## config.mk

```make
export PLATFORM = sky130hd
export DESIGN_NAME = pat_det_rr_sched
export DESIGN_NICKNAME = d
export VERILOG_FILES = /design/src/rtl/pat_det_rr_sched.sv
export SDC_FILE = /design/constraint.sdc
export NUM_CORES = 1
export LEC_CHECK = 0
export ABC_CLOCK_PERIOD_IN_PS = 1600
export CAP_MARGIN = 20
export CORE_MARGIN = 3
export CORE_UTILIZATION = 41
export CTS_CLUSTER_DIAMETER = 40
export DETAILED_ROUTE_END_ITERATION = 8
export MAX_ROUTING_LAYER = met4
export PLACE_DENSITY = 0.75
export SYNTH_ARGS = -nofsm -noshare
export SYNTH_HDL_FRONTEND = slang
export SYNTH_SLANG_ARGS = --single-unit
export TNS_END_PERCENT = 50
```

## constraint.sdc

```tcl
create_clock -name clk_i -period 1.6 [get_ports clk_i]
set_clock_uncertainty 0.05 [all_clocks]
set_input_delay 0.48 -clock clk_i [delete_from_list [all_inputs] [get_ports clk_i]]
set_output_delay 0.48 -clock clk_i [all_outputs]
set_load 0.03 [all_outputs]
```

## src/rtl/pat_det_rr_sched.sv

```systemverilog
// Round-robin scheduler sharing one BCBBCB pattern detector among NREQ serial
// requesters, one frame at a time, returning a hit-count record per frame.
//
// state    | meaning
// ---------+---------------------------------------------------------------
// S_IDLE   | wait for any requester valid; latch round-robin winner
// S_CLR    | one-cycle synchronous clear of the shared detector
// S_STREAM | forward granted requester's bits until the beat marked last
// S_DRAIN  | one cycle to catch the registered hit of the final bit
// S_RESULT | hold the result record until the consumer accepts it
module pat_det_rr_sched #(
    parameter int NREQ  = 4,
    parameter int ID_W  = 2,
    parameter int CNT_W = 8
) (
    input  logic             clk_i,
    input  logic             rst_n_i,
    input  logic [NREQ-1:0]  req_valid_i,
    input  logic [NREQ-1:0]  req_d_i,
    input  logic [NREQ-1:0]  req_last_i,
    output logic [NREQ-1:0]  req_ready_o,
    output logic             det_rst_o,
    output logic             det_valid_o,
    output logic             det_d_o,
    input  logic             det_hit_i,
    output logic             res_valid_o,
    input  logic             res_ready_i,
    output logic [ID_W-1:0]  res_id_o,
    output logic [CNT_W-1:0] res_count_o,
    output logic             res_ovf_o
);

    typedef enum logic [2:0] {
        S_IDLE,
        S_CLR,
        S_STREAM,
        S_DRAIN,
        S_RESULT
    } state_t;

    state_t           state_q, state_d;
    logic [ID_W-1:0]  ptr_q, ptr_d;
    logic [ID_W-1:0]  grant_q, grant_d;
    logic [CNT_W-1:0] count_q, count_d;
    logic             ovf_q, ovf_d;

    logic             found_hi, found_any;
    logic [ID_W-1:0]  pick_hi, pick_any, pick;
    logic             det_clr;
    logic             hit_window;

    // Descending scan leaves the lowest matching index; the "hi" search covers
    // indices at or above the pointer, the "any" search provides the wrap.
    always_comb begin
        found_hi  = 1'b0;
        pick_hi   = '0;
        found_any = 1'b0;
        pick_any  = '0;
        for (int i = NREQ - 1; i >= 0; i--) begin
            if (req_valid_i[i]) begin
                found_any = 1'b1;
                pick_any  = ID_W'(i);
                if (ID_W'(i) >= ptr_q) begin
                    found_hi = 1'b1;
                    pick_hi  = ID_W'(i);
                end
            end
        end
    end

    assign pick = found_hi ? pick_hi : pick_any;

    always_ff @(posedge clk_i or negedge rst_n_i) begin
        if (!rst_n_i) begin
            state_q <= S_IDLE;
            ptr_q   <= '0;
            grant_q <= '0;
            count_q <= '0;
            ovf_q   <= 1'b0;
        end else begin
            state_q <= state_d;
            ptr_q   <= ptr_d;
            grant_q <= grant_d;
            count_q <= count_d;
            ovf_q   <= ovf_d;
        end
    end

    always_comb begin
        state_d     = state_q;
        ptr_d       = ptr_q;
        grant_d     = grant_q;
        count_d     = count_q;
        ovf_d       = ovf_q;
        req_ready_o = '0;
        det_clr     = 1'b0;
        det_valid_o = 1'b0;
        det_d_o     = 1'b0;
        res_valid_o = 1'b0;
        res_id_o    = '0;
        res_count_o = '0;
        res_ovf_o   = 1'b0;
        hit_window  = 1'b0;

        case (state_q)
            S_IDLE: begin
                if (found_any) begin
                    grant_d = pick;
                    count_d = '0;
                    ovf_d   = 1'b0;
                    state_d = S_CLR;
                end
            end
            S_CLR: begin
                det_clr = 1'b1;
                state_d = S_STREAM;
            end
            S_STREAM: begin
                req_ready_o[grant_q] = 1'b1;
                det_valid_o          = req_valid_i[grant_q];
                det_d_o              = req_d_i[grant_q];
                hit_window           = 1'b1;
                if (req_valid_i[grant_q] && req_last_i[grant_q]) begin
                    state_d = S_DRAIN;
                end
            end
            S_DRAIN: begin
                hit_window = 1'b1;
                state_d    = S_RESULT;
            end
            S_RESULT: begin
                res_valid_o = 1'b1;
                res_id_o    = grant_q;
                res_count_o = count_q;
                res_ovf_o   = ovf_q;
                if (res_ready_i) begin
                    ptr_d   = (grant_q == ID_W'(NREQ - 1)) ? '0 : grant_q + 1'b1;
                    state_d = S_IDLE;
                end
            end
            default: state_d = S_IDLE;
        endcase

        // A hit while already saturated only marks overflow.
        if (hit_window && det_hit_i) begin
            if (count_q == '1) begin
                ovf_d = 1'b1;
            end else begin
                count_d = count_q + 1'b1;
            end
        end
    end

    // Detector is held clear for as long as the scheduler is in reset.
    assign det_rst_o = det_clr | ~rst_n_i;

endmodule

```

* Word-level counts from Yosys, hierarchy flattened
Cells that the tools add are included.
Cells by class: add/subtract/negate cells 2, magnitude comparators 6, equal/unequal tests 9, multiplexer cells 55, bitwise logic cells 2, reductions and logical operators 8
Operator list (count):
- $mux 8 | 5
- $mux 2 | 15
- $mux 1 | 26
- $pmux 3 s5 | 1
- $mux 3 | 3
- $add 8x1->8 const B | 1
- $eq 8x8->1 const B | 1
- $bmux 1 s2 | 3
- $eq 3x2->1 const B | 2
- $ne 2x2->1 const B | 3
- $ge 1x2->1 const A | 2
- $ge 2x2->1 const A | 2
- $mux 4 | 1
- $reduce_and 2->1 | 2
- $eq 3x1->1 const B | 1
- $eq 3x3->1 const B | 1
- $logic_and 1x1->1 | 3
- $logic_not 3->1 | 1
- $lt 2x3->1 const B | 1
- $reduce_and 3->1 | 1
- $add 2x1->2 const B | 1
- $demux 1 s2 | 1
- $eq 2x2->1 const B | 1
- $ge 2x1->1 const B | 1
- 3 further kinds | 3
Storage, ports and cells: register bits after elaboration 16, input port bits 16, output and inout port bits 19

* Logic depth before layout (Yosys ltp)
Gate-level depths: netlist of the first run.
depth in word-level cells 10, gate-level depth with buffers 5, mapped depth without buffers 5

* Worst setup path before layout of the first run
Ideal clock, no wire load.
path type reg2out, start point register state_q[1], end point output res_count_o[1], data arrival time 1.677 ns, data required time 1.070 ns, setup slack -0.607 ns, stages on the path, launching flop included 5, cell sequence dfrtp_1 > nor3b_1 > clkbuf_1 > inv_1 > nor2_1
Between the ends: longest elaborated chain between the ends 2
RTL lines:
- start: declaration | RTL line 41 | state_t state_q, state_d;
- start signal: assignment | RTL line 81 | state_q <= state_d;
- $eq 3x3->1 | RTL line 105 | case (state_q)
- $mux 8 | RTL line 105
- end: declaration | RTL line 29 | output logic [CNT_W-1:0] res_count_o,
No other way between the ends.

* Worst setup path in the final report of the first run
start point register state_q[0], end point output res_id_o[1]
Between the ends: longest elaborated chain between the ends 2
RTL lines:
- $eq 3x3->1 | RTL line 105
- $mux 2 | RTL line 105
- end: declaration | RTL line 28 | output logic [ID_W-1:0] res_id_o,
No other way between the ends.

==> impl_results.md, run 1 <==
* Global-route wire length before repair at 6240 um
* CTS tree: built
* Synth top area cells: dfrtp_1 (37%), ha_1 (5.8%), nand2_1 (5.2%)
* Final setup violation count at 29
* Die Span Y at 57.3 um
* Clk root buf: clkbuf_4
* Ys flop type: dfrtp_1
* Syn Area/Cell at 8.84 um2
* VDD IR max at 1.33 mV
* I/O pin count at 35
* Clock Path Buffers at 2
* Initial Util at 45.7%
* Final hold violations at 0
* Worst hold endpoint: ovf_q
* Via count at 1317
* H-tree depth at 1
* Cell area after synthesis at 0.00108 mm2
* Total CTS buffers at 3
* Area growth, synth to finish at 83.4%
* Reg2reg setup slack at -0.24 ns
* Overall power at 2.94 mW
* Pre-CTS WS at -1.06 ns
* Area share of the largest cell type after synthesis at 37.1%
* Slew margin rel. at 65.3%
* Vias in the first global route at 1295
* IO buf count at 34
* Ys async rst share at 100%
* Worst path required time at 1.07 ns
* P_leak at 0.885 nW
* Antenna viol nets, final at 0
* Routed WL at 4150 um
* Synth Warn # at 0
* Net load switching power at 1.29 mW
* Final worst slack at -0.556 ns
* Synth unique cells at 39
* # DRC at 0
* Synth area leader: dfrtp_1
* EDFF count, synth at 0
* Sequential share of power at 21.8%
* Setup CP Type: register to output port
* Clock transition at the registers of the reported paths at 0.10 ns
* Share of layout cells above drive strength 1 at 48.7%
* PD cells at 1480 mW/mm2
* Max Slew Vio Count at 0
* Hold_buf cts at 0
* Clk_lat worst skew at 0.30 ns
* Synthesized flop and latch total at 16
* Commonest non-fill, non-tap cells in the layout: buf_4 (29), buf_6 (27), dfrtp_1 (15)
* Synthesized instance count at 122
* Combinational share of power at 70.6%
* Chip width at 57.3 um
* Failing checks: setup timing
* DRT iter0 DRCs at 67
* Design area at 0.00198 mm2
* Register area share after synthesis at 37.1%
* Commonest non-fill, non-tap cell in the layout: buf_4
* Post-DP HPWL at 2540 um
* Overall routing resource usage at 25.5%
* Reg2Reg Launch Point: state_q[0]
* Placed insts at 208
* Minimum clock period at 2.16 ns
* Nets at 216
* Status: finished with violations
* DRT Pass-1 Iters at 4
* Placed cell area at 0.00165 mm2
* Crit share post-route at 135%
* Routed length per instance at 18.8 um
* HP Start: ovf_q
* R2r worst-path depth at 5
* Row cnt at 17
* CP Max Fanout at 4
* Final core occ at 83.8%
* Fin Setup TNS at -9.71 ns
* Largest net degree at the start of global routing at 17
* Sink Count at 16
* Unrepaired setup endpoints after global routing: true
* Die footprint at 0.00328 mm2
* Max cap viols at 0
* Core Area at 0.00236 mm2
* Worst min-delay path category: register to register
* Post-route insts no fill at 221
* Data arrival time of the critical path at 1.63 ns
* Placer congestion estimate at 0.834
* P_int at 1.65 mW
* Critical path launch point type: register
* Clock Power Share at 7.6%
* Syn Nets at 143
* Remaining Overflow, GRT at 0
* Slew @ Worst Pin at 0.516 ns
* # diodes at 0
* Sw Ratio at 43.9%
* Initial antenna violation count at 0
* Setup crit end kind: output port
* WHS at 0.471 ns
* Hold Path Cell Cnt at 1
* Via density at 5.96
* FF-to-FF End: grant_q[1]
* F_max at 464 MHz
## metal layers
| layer | GRT usage (%) | share of wire, % | up-vias | wire length (um) |
|---|---|---|---|---|
| li1 | - | - | 595 | - |
| met1 | 30.0 | 39 | 635 | 1630 |
| met2 | 43.7 | 51 | 64 | 2110 |
| met3 | 4.98 | 5.1 | 23 | 211 |
| met4 | 7.62 | 4.6 | 0 | 191 |
| met5 | - | 0 | - | 0 |
## power by group through the flow
stage / clock [mW] / sequential [mW] / combinational, mW
4_1_cts: 0.224 / 0.628 / 1.77
6_report: 0.222 / 0.641 / 2.07
5_1_grt: 0.240 / 0.658 / 2.19
3_5_place_dp: 0 / 0.621 / 1.44
2_1_floorplan: 0 / 0.629 / 0.798
3_3_place_gp: 0 / 0.614 / 1.40
## synthesized netlist by cell type, types with 2 or more instances
master,count
dfrtp_1,16
nand2_1,15
nor2_1,9
and2_1,8
o21ai_0,7
inv_1,6
and3_1,5
ha_1,5
mux2i_1,5
nand3_1,5
nor4_1,3
a21oi_1,2
a31oi_1,2
buf_2,2
clkbuf_1,2
nand3b_1,2
nor3b_1,2
o22ai_1,2
o31ai_1,2
or4_1,2
xnor2_1,2
## sequential cells by signal, indices dropped and copies added, names as in the netlist
register  cells
count_q       8
state_q       3
grant_q       2
ptr_q         2
ovf_q         1
## layout make-up
type                       count  area [um2]
fill                         122         383
clock buffer                   3        22.5
multi-input combinational     96         798
tap                           28        35.0
sequential                    16         402
inverter                       6        38.8
timing repair buffer          72         682
## worst max path at each step
stage | slack, ns | start | end
floorplan | -0.17 | state_q[1] | res_count_o[1]
global placement | -1.03 | req_d_i[3] | det_d_o
detailed placement | -1.06 | req_d_i[3] | det_d_o
CTS | -0.52 | state_q[0] | res_count_o[1]
global route | -0.62 | state_q[0] | res_id_o[1]
finish | -0.56 | state_q[0] | res_id_o[1]
## critical path: stages (launching register included)
cell and delay, ns:
dfrtp_1 0.41, buf_6 0.13, nor3b_4 0.25, clkinvlp_4 0.26
nor2_4 0.13, buf_6 0.14
## kinds of logic (layout without fill, tap and decap cells)
family	after synthesis	in the layout	synth area share [%]
adders and majority gates	5	5	5.80
xor gates and xnor gates	2	2	1.62
buffers and inverters	10	81	3.71
DFF	16	16	37.1
AOI/OAI and AO/OA	26	26	16.6
and+or+nand+nor	56	56	27.4
muxes	7	7	7.77
## repair_timing
| item | in CTS | in global routing |
|---|---|---|
| gates cloned | 0 | 0 |
| endpoints found under the setup margin | 31 | 30 |
| pin swaps | 7 | 4 |
| setup buffers | 6 | 4 |
| gates resized for setup | 59 | 18 |
| hold endpoints to repair | 0 | 0 |
(Power assumes the default switching activity.)
==> run 2, diff against run 1 <==
- PLACE_DENSITY: 0.75 -> default
- PLACE_DENSITY_LB_ADDON: default -> 0.12
==> run 2 against run 1 <==
Effect of this change:
- the flow still finishes with violations (setup timing)
- cell area fell by 5.9%
- count of clock-buffer cells in the layout did not move
- worst hold slack got worse by 0.0072 ns
- routed wire length fell by 12%
- first-iteration DRC count fell by 37%
- largest power group unchanged
- highest routed layer unchanged
==> impl_results.md, run 2 (synthesis results as in run 1) <==
* Status: finished with violations
* Failing checks: setup timing
* Family with the most delay on the worst path: buffers and inverters
* Fin Setup TNS at -10.72 ns (-1.01 ns)
* Clock Path Buffers at 2 (unchanged)
* Slowest CP cell: dfrtp_1
* DRT iter0 DRCs at 42 (-37%)
* Sw Ratio at 43.5% (-0.36 points)
* # DRC at 0 (unchanged)
* Crit. path cell count at 5 (unchanged)
* Initial antenna violation count at 0 (unchanged)
* Routed WL at 3650 um (-12%)
* Core Area at 0.00236 mm2 (unchanged)
* Top flop regs: count_q (8), state_q (3)
* CTS tree: built
* Sequential share of power at 23.7% (+1.9 points)
* Data arrival time of the critical path at 1.60 ns (-0.03 ns)
* P_leak at 0.861 nW (-2.7%)
* Critical Path Sink: res_count_o[4]
* H-tree depth at 1 (unchanged)
* Die Span Y at 57.3 um (unchanged)
* Critical path launch point type: register
* Row cnt at 17 (unchanged)
* Commonest non-fill, non-tap cells in the layout: buf_4 (43), nand2_1 (15), dfrtp_1 (15)
* Total CTS buffers at 3 (unchanged)
* Clock Power Share at 7.8% (+0.2 points)
* Minimum clock period at 2.13 ns (-0.0262 ns)
* Overall power at 2.68 mW (-8.9%)
* Slew margin rel. at 69.0% (+3.7 points)
* Crit share post-route at 133% (-1.6 points)
* Commonest non-fill, non-tap cell in the layout: buf_4
* Initial Util at 45.7% (unchanged)
* Via density at 5.59 (-6.2%)
* Cells along the critical path: buf_4 -> nor3b_4 -> buf_4 -> and2_2 -> buf_4
* Reg with most FFs: count_q
* Hold_buf cts at 0 (unchanged)
* Share of layout cells above drive strength 1 at 45.1% (-3.6 points)
* Routed length per instance at 16.5 um (-12%)
* CP Max Fanout at 10 (+6)
* Max Slew Vio Count at 0 (unchanged)
* Setup crit end kind: output port
* Post-DP HPWL at 2520 um (-0.74%)
* Worst min-delay path category: register to register
* R2r worst-path depth at 6 (+1)
* Remaining Overflow, GRT at 0 (unchanged)
* Pre-CTS WS at -1.02 ns (+0.0364 ns)
* PD cells at 1440 mW/mm2 (-3.2%)
* DRT Pass-1 Iters at 4 (unchanged)
* Via count at 1236 (-6.2%)
* FF-to-FF End: count_q[5]
* WP buf/inv at 3 (unchanged)
* I/O pin count at 35 (unchanged)
* Filler cells at 174 (+43%)
* Reg2reg setup slack at -0.28 ns (-0.04 ns)
* Worst path required time at 1.07 ns (about the same)
* Clock transition at the registers of the reported paths at 0.09 ns (about the same)
* VDD IR max at 1.22 mV (-7.9%)
* Vias in the first global route at 1243 (-4.0%)
* F_max at 470 MHz (+1.2%)
* Unrepaired setup endpoints after global routing: true
* Chip width at 57.3 um (unchanged)
* Combinational share of power at 68.5% (-2.1 points)
* Max cap viols at 0 (unchanged)
* Clk_lat worst skew at 0.28 ns (-0.02 ns)
* Net load switching power at 1.16 mW (-9.6%)
* Reg2Reg Launch Point: state_q[0]
* Clk root buf: clkbuf_4
* Crit-path max cell delay at 0.38 ns (-0.03 ns)
* Overall routing resource usage at 23.2% (-2.3 points)
* Nets at 216 (unchanged)
* Setup CP Type: register to output port
* CP dominant cell by count: buf_4
* Max reg flops at 8 (unchanged)
* Slew @ Worst Pin at 0.461 ns (-0.0548 ns)
* IO buf count at 34 (unchanged)
* Placer congestion estimate at 0.870 (+4.3%)
* Final hold violations at 0 (unchanged)
* Global-route wire length before repair at 5850 um (-6.2%)
* Final setup violation count at 30 (+3.4%)
* P_int at 1.51 mW (-8.3%)
* Die footprint at 0.00328 mm2 (unchanged)
* Largest net degree at the start of global routing at 17 (unchanged)
* Final worst slack at -0.529 ns (+0.0262 ns)
* Area growth, synth to finish at 72.6%
* Sink Count at 16 (unchanged)
* # diodes at 0 (unchanged)
* Worst Setup SP: state_q[2]
* Antenna viol nets, final at 0 (unchanged)
run 2: cell types whose count changed in the layout (fill, tap and decap cells not counted), moves of 2 or more:
cell     change
and2_4       -3
buf_4       +14
o21ai_0      +2
buf_6       -13
and2_2       +2
run 2: layout make-up:
class	instances	area, um2	area share [%]
clock buffers	3	22.5	1.21
well taps	28	35.0	1.88
inverters	6	36.3	1.95
multi-input cells	96	746	40.1
repair buffers	72	621	33.3
flip-flops and latches	16	402	21.6
run 2: per-stage QoR:
step                      cell area [um2]  instances  hold slack, ns  util, %
after floorplan                      1130        122           0.134        -
after CTS                            1820        218           0.462     76.9
after global routing                 1860        221           0.481     78.9
after detailed placement             1660        210           0.440     70.3
after global placement               1660        210           0.425     70.3
final                                1860        221           0.464     78.9
run 2: layer usage:
layer  part of all wire (%)  track usage (%)
met5                      0                -
met4                    1.6             2.32
met3                    5.6             5.43
met2                     50             37.5
met1                     43             30.6
run 2: worst register-to-register path: stages (launching register included):
cell and delay (ns):
dfrtp_1 0.40, buf_6 0.13, buf_4 0.14, or4_1 0.60, buf_4 0.20, o311ai_0 0.10, o41ai_1 0.14
run 2: power by group through the flow:
| stage | registers (mW) | logic, mW | clock network (mW) |
|---|---|---|---|
| after detailed placement | 0.626 | 1.45 | 0 |
| after floorplan | 0.629 | 0.798 | 0 |
| after global routing | 0.649 | 1.98 | 0.233 |
| after CTS | 0.631 | 1.70 | 0.217 |
| after global placement | 0.617 | 1.42 | 0 |
| final | 0.633 | 1.83 | 0.209 |
run 2: what timing repair did:
item,CTS,global route
endpoints found under the setup margin,30,31
buffers inserted,5,3
gates resized for setup,44,5
pin swaps,7,2
run 2: how the worst min path moves through the flow:
stage                  to    start  cells past startpoint
2_1_floorplan  count_q[0]  rst_n_i                      0
3_3_place_gp        ovf_q    ovf_q                      1
3_5_place_dp        ovf_q    ovf_q                      1
4_1_cts             ovf_q    ovf_q                      1
5_1_grt             ovf_q    ovf_q                      1
6_report            ovf_q    ovf_q                      1
==> run 3, diff against run 2 <==
- SKIP_LAST_GASP: default -> 1
==> run 3 against run 2 <==
Effect of this change:
- the run still ends with setup timing left
- critical endpoint is now res_id_o[0]
- first-iteration DRC count decreased by 50%
- combinational power hardly changed
- die area stayed put
==> impl_results.md, run 3 (synthesis results as in run 1) <==
* Sequential share of power at 23.8% (about the same)
* Sink Count at 16 (unchanged)
* Critical path launch point type: register
* Largest net degree at the start of global routing at 17 (unchanged)
* Top flop regs: count_q (8), state_q (3)
* Routed length per instance at 16.1 um (-2.4%)
* Total CTS buffers at 3 (unchanged)
* Combinational share of power at 68.4% (about the same)
* # diodes at 0 (unchanged)
* Final hold violations at 0 (unchanged)
* Final setup violation count at 30 (unchanged)
* Design area at 0.00185 mm2 (-0.87%)
* Chip width at 57.3 um (unchanged)
* DRT Pass-1 Iters at 4 (unchanged)
* Setup CP Type: register to output port
* Remaining Overflow, GRT at 0 (unchanged)
* Clock Path Buffers at 2 (unchanged)
* Vias in the first global route at 1272 (+2.3%)
* Slew @ Worst Pin at 0.496 ns (+0.0353 ns)
* DRT iter0 DRCs at 21 (-50%)
* P_int at 1.50 mW (-0.73%)
* Via density at 5.58 (-0.16%)
* Clk_lat worst skew at 0.28 ns (about the same)
* Row cnt at 17 (unchanged)
* Via count at 1234 (-0.16%)
* I/O pin count at 35 (unchanged)
* Max Slew Vio Count at 0 (unchanged)
* H-tree depth at 1 (unchanged)
* CTS tree: built
* Setup crit end kind: output port
* FF-to-FF End: grant_q[1]
* HP Start: ovf_q
* Pre-CTS WS at -1.02 ns (unchanged)
* VDD IR max at 1.20 mV (-1.8%)
* Commonest non-fill, non-tap cells in the layout: buf_4 (45), dfrtp_1 (16), nand2_1 (15)
* Antenna viol nets, final at 0 (unchanged)
* Minimum clock period at 2.10 ns (-0.0297 ns)
* Max cap viols at 0 (unchanged)
* Net load switching power at 1.15 mW (-1.1%)
* Post-DP HPWL at 2520 um (unchanged)
* Failing checks: setup timing
* Final worst slack at -0.500 ns (+0.0297 ns)
* Reg with most FFs: count_q
* Area growth, synth to finish at 71.1%
* Crit share post-route at 131% (-1.9 points)
* Hold_buf cts at 0 (unchanged)
* Data arrival time of the critical path at 1.57 ns (-0.03 ns)
* R2r worst-path depth at 4 (-2)
* Worst hold endpoint: ovf_q
* Share of layout cells above drive strength 1 at 43.5% (-1.6 points)
* Overall routing resource usage at 23.2% (+0.048 points)
* Clock transition at the registers of the reported paths at 0.09 ns (about the same)
* Nets at 216 (unchanged)
* FF/Latch Area at 400 um2 (-0.31%)
* # DRC at 0 (unchanged)
* Reg2reg setup slack at -0.29 ns (about the same)
* PD cells at 1440 mW/mm2 (about the same)
* Filler cells at 181 (+4.0%)
* Sw Ratio at 43.5% (-0.088 points)
* Status: finished with violations
* Clk root buf: clkbuf_4
* Initial antenna violation count at 0 (unchanged)
* Global-route wire length before repair at 5850 um (unchanged)
* F_max at 476 MHz (+1.4%)
* P_leak at 0.861 nW (about the same)
* CP Max Fanout at 4 (-6)
* Hold Path Cell Cnt at 1 (unchanged)
* WHS at 0.454 ns (-0.00936 ns)
* Multi-input gate area at 741 um2 (-0.67%)
* IO buf count at 34 (unchanged)
* Reg2Reg Launch Point: state_q[1]
* Placed cell area at 0.00166 mm2 (unchanged)
* Clock Power Share at 7.8% (about the same)
* Routed WL at 3560 um (-2.4%)
* Worst min-delay path category: register to register
* Placer congestion estimate at 0.870 (unchanged)
* Commonest non-fill, non-tap cell in the layout: buf_4
* Overall power at 2.65 mW (-0.89%)
* Die footprint at 0.00328 mm2 (unchanged)
* Worst path required time at 1.07 ns (about the same)
* Initial Util at 45.7% (unchanged)
* Unrepaired setup endpoints after global routing: true
* Slew margin rel. at 66.6% (-2.4 points)
* Core Area at 0.00236 mm2 (unchanged)
* Die Span Y at 57.3 um (unchanged)
* Max reg flops at 8 (unchanged)
run 3: worst max path at each step:
stage,startpoint,to,slack (ns),cells after the start
after global placement,req_d_i[3],det_d_o,-1.02,4
after detailed placement,req_d_i[3],det_d_o,-1.02,4
after CTS,state_q[0],res_count_o[2],-0.50,5
final,state_q[0],res_id_o[0],-0.50,5
after global routing,state_q[2],res_id_o[0],-0.60,5
after floorplan,state_q[1],res_count_o[1],-0.17,4
run 3: layer usage:
metal / share of wire [%] / track usage (%) / vias up / routed length [um]
li1: - / - / 592 / -
met2: 50 / 37.5 / 37 / 1800
met5: 0 / - / - / 0
met4: 0.87 / 2.98 / 0 / 31
met1: 42 / 30.3 / 598 / 1510
met3: 6.2 / 5.66 / 7 / 219
run 3: timing repair:
action	4_1_cts	5_1_grt
resized for setup	37	5
setup endpoints to repair	30	31
pin swaps	7	1
buffers inserted	5	3
run 3: area by class of cell:
type,instances,share of cell area [%]
multi-input cells,96,40.1
repair buffers,72,33.2
well taps,28,1.90
flip-flops and latches,16,21.7
inverters,6,1.83
clock buffers,3,1.22
run 3: worst max-delay path, cell delays in order, from the launching register on:
cell	delay (ns)
dfrtp_1	0.40
buf_6	0.13
nor3b_4	0.23
clkinvlp_4	0.24
nor2_4	0.14
buf_6	0.14
run 3: through the flow:
| step | std cells | setup TNS, ns | utilization (%) |
|---|---|---|---|
| after floorplan | 122 | -1.07 | - |
| after global placement | 210 | -10.41 | 70.3 |
| after detailed placement | 210 | -10.76 | 70.3 |
| after CTS | 218 | -10.40 | 76.2 |
| after global routing | 221 | -13.00 | 78.2 |
| final | 221 | -10.65 | 78.2 |
run 3: power by group through the flow:
stage / combinational (mW) / clock, mW / sequential [mW]
final: 1.81 / 0.207 / 0.630
after global routing: 1.95 / 0.233 / 0.644
after CTS: 1.68 / 0.217 / 0.629
after detailed placement: 1.45 / 0 / 0.626
after global placement: 1.42 / 0 / 0.617
after floorplan: 0.798 / 0 / 0.629
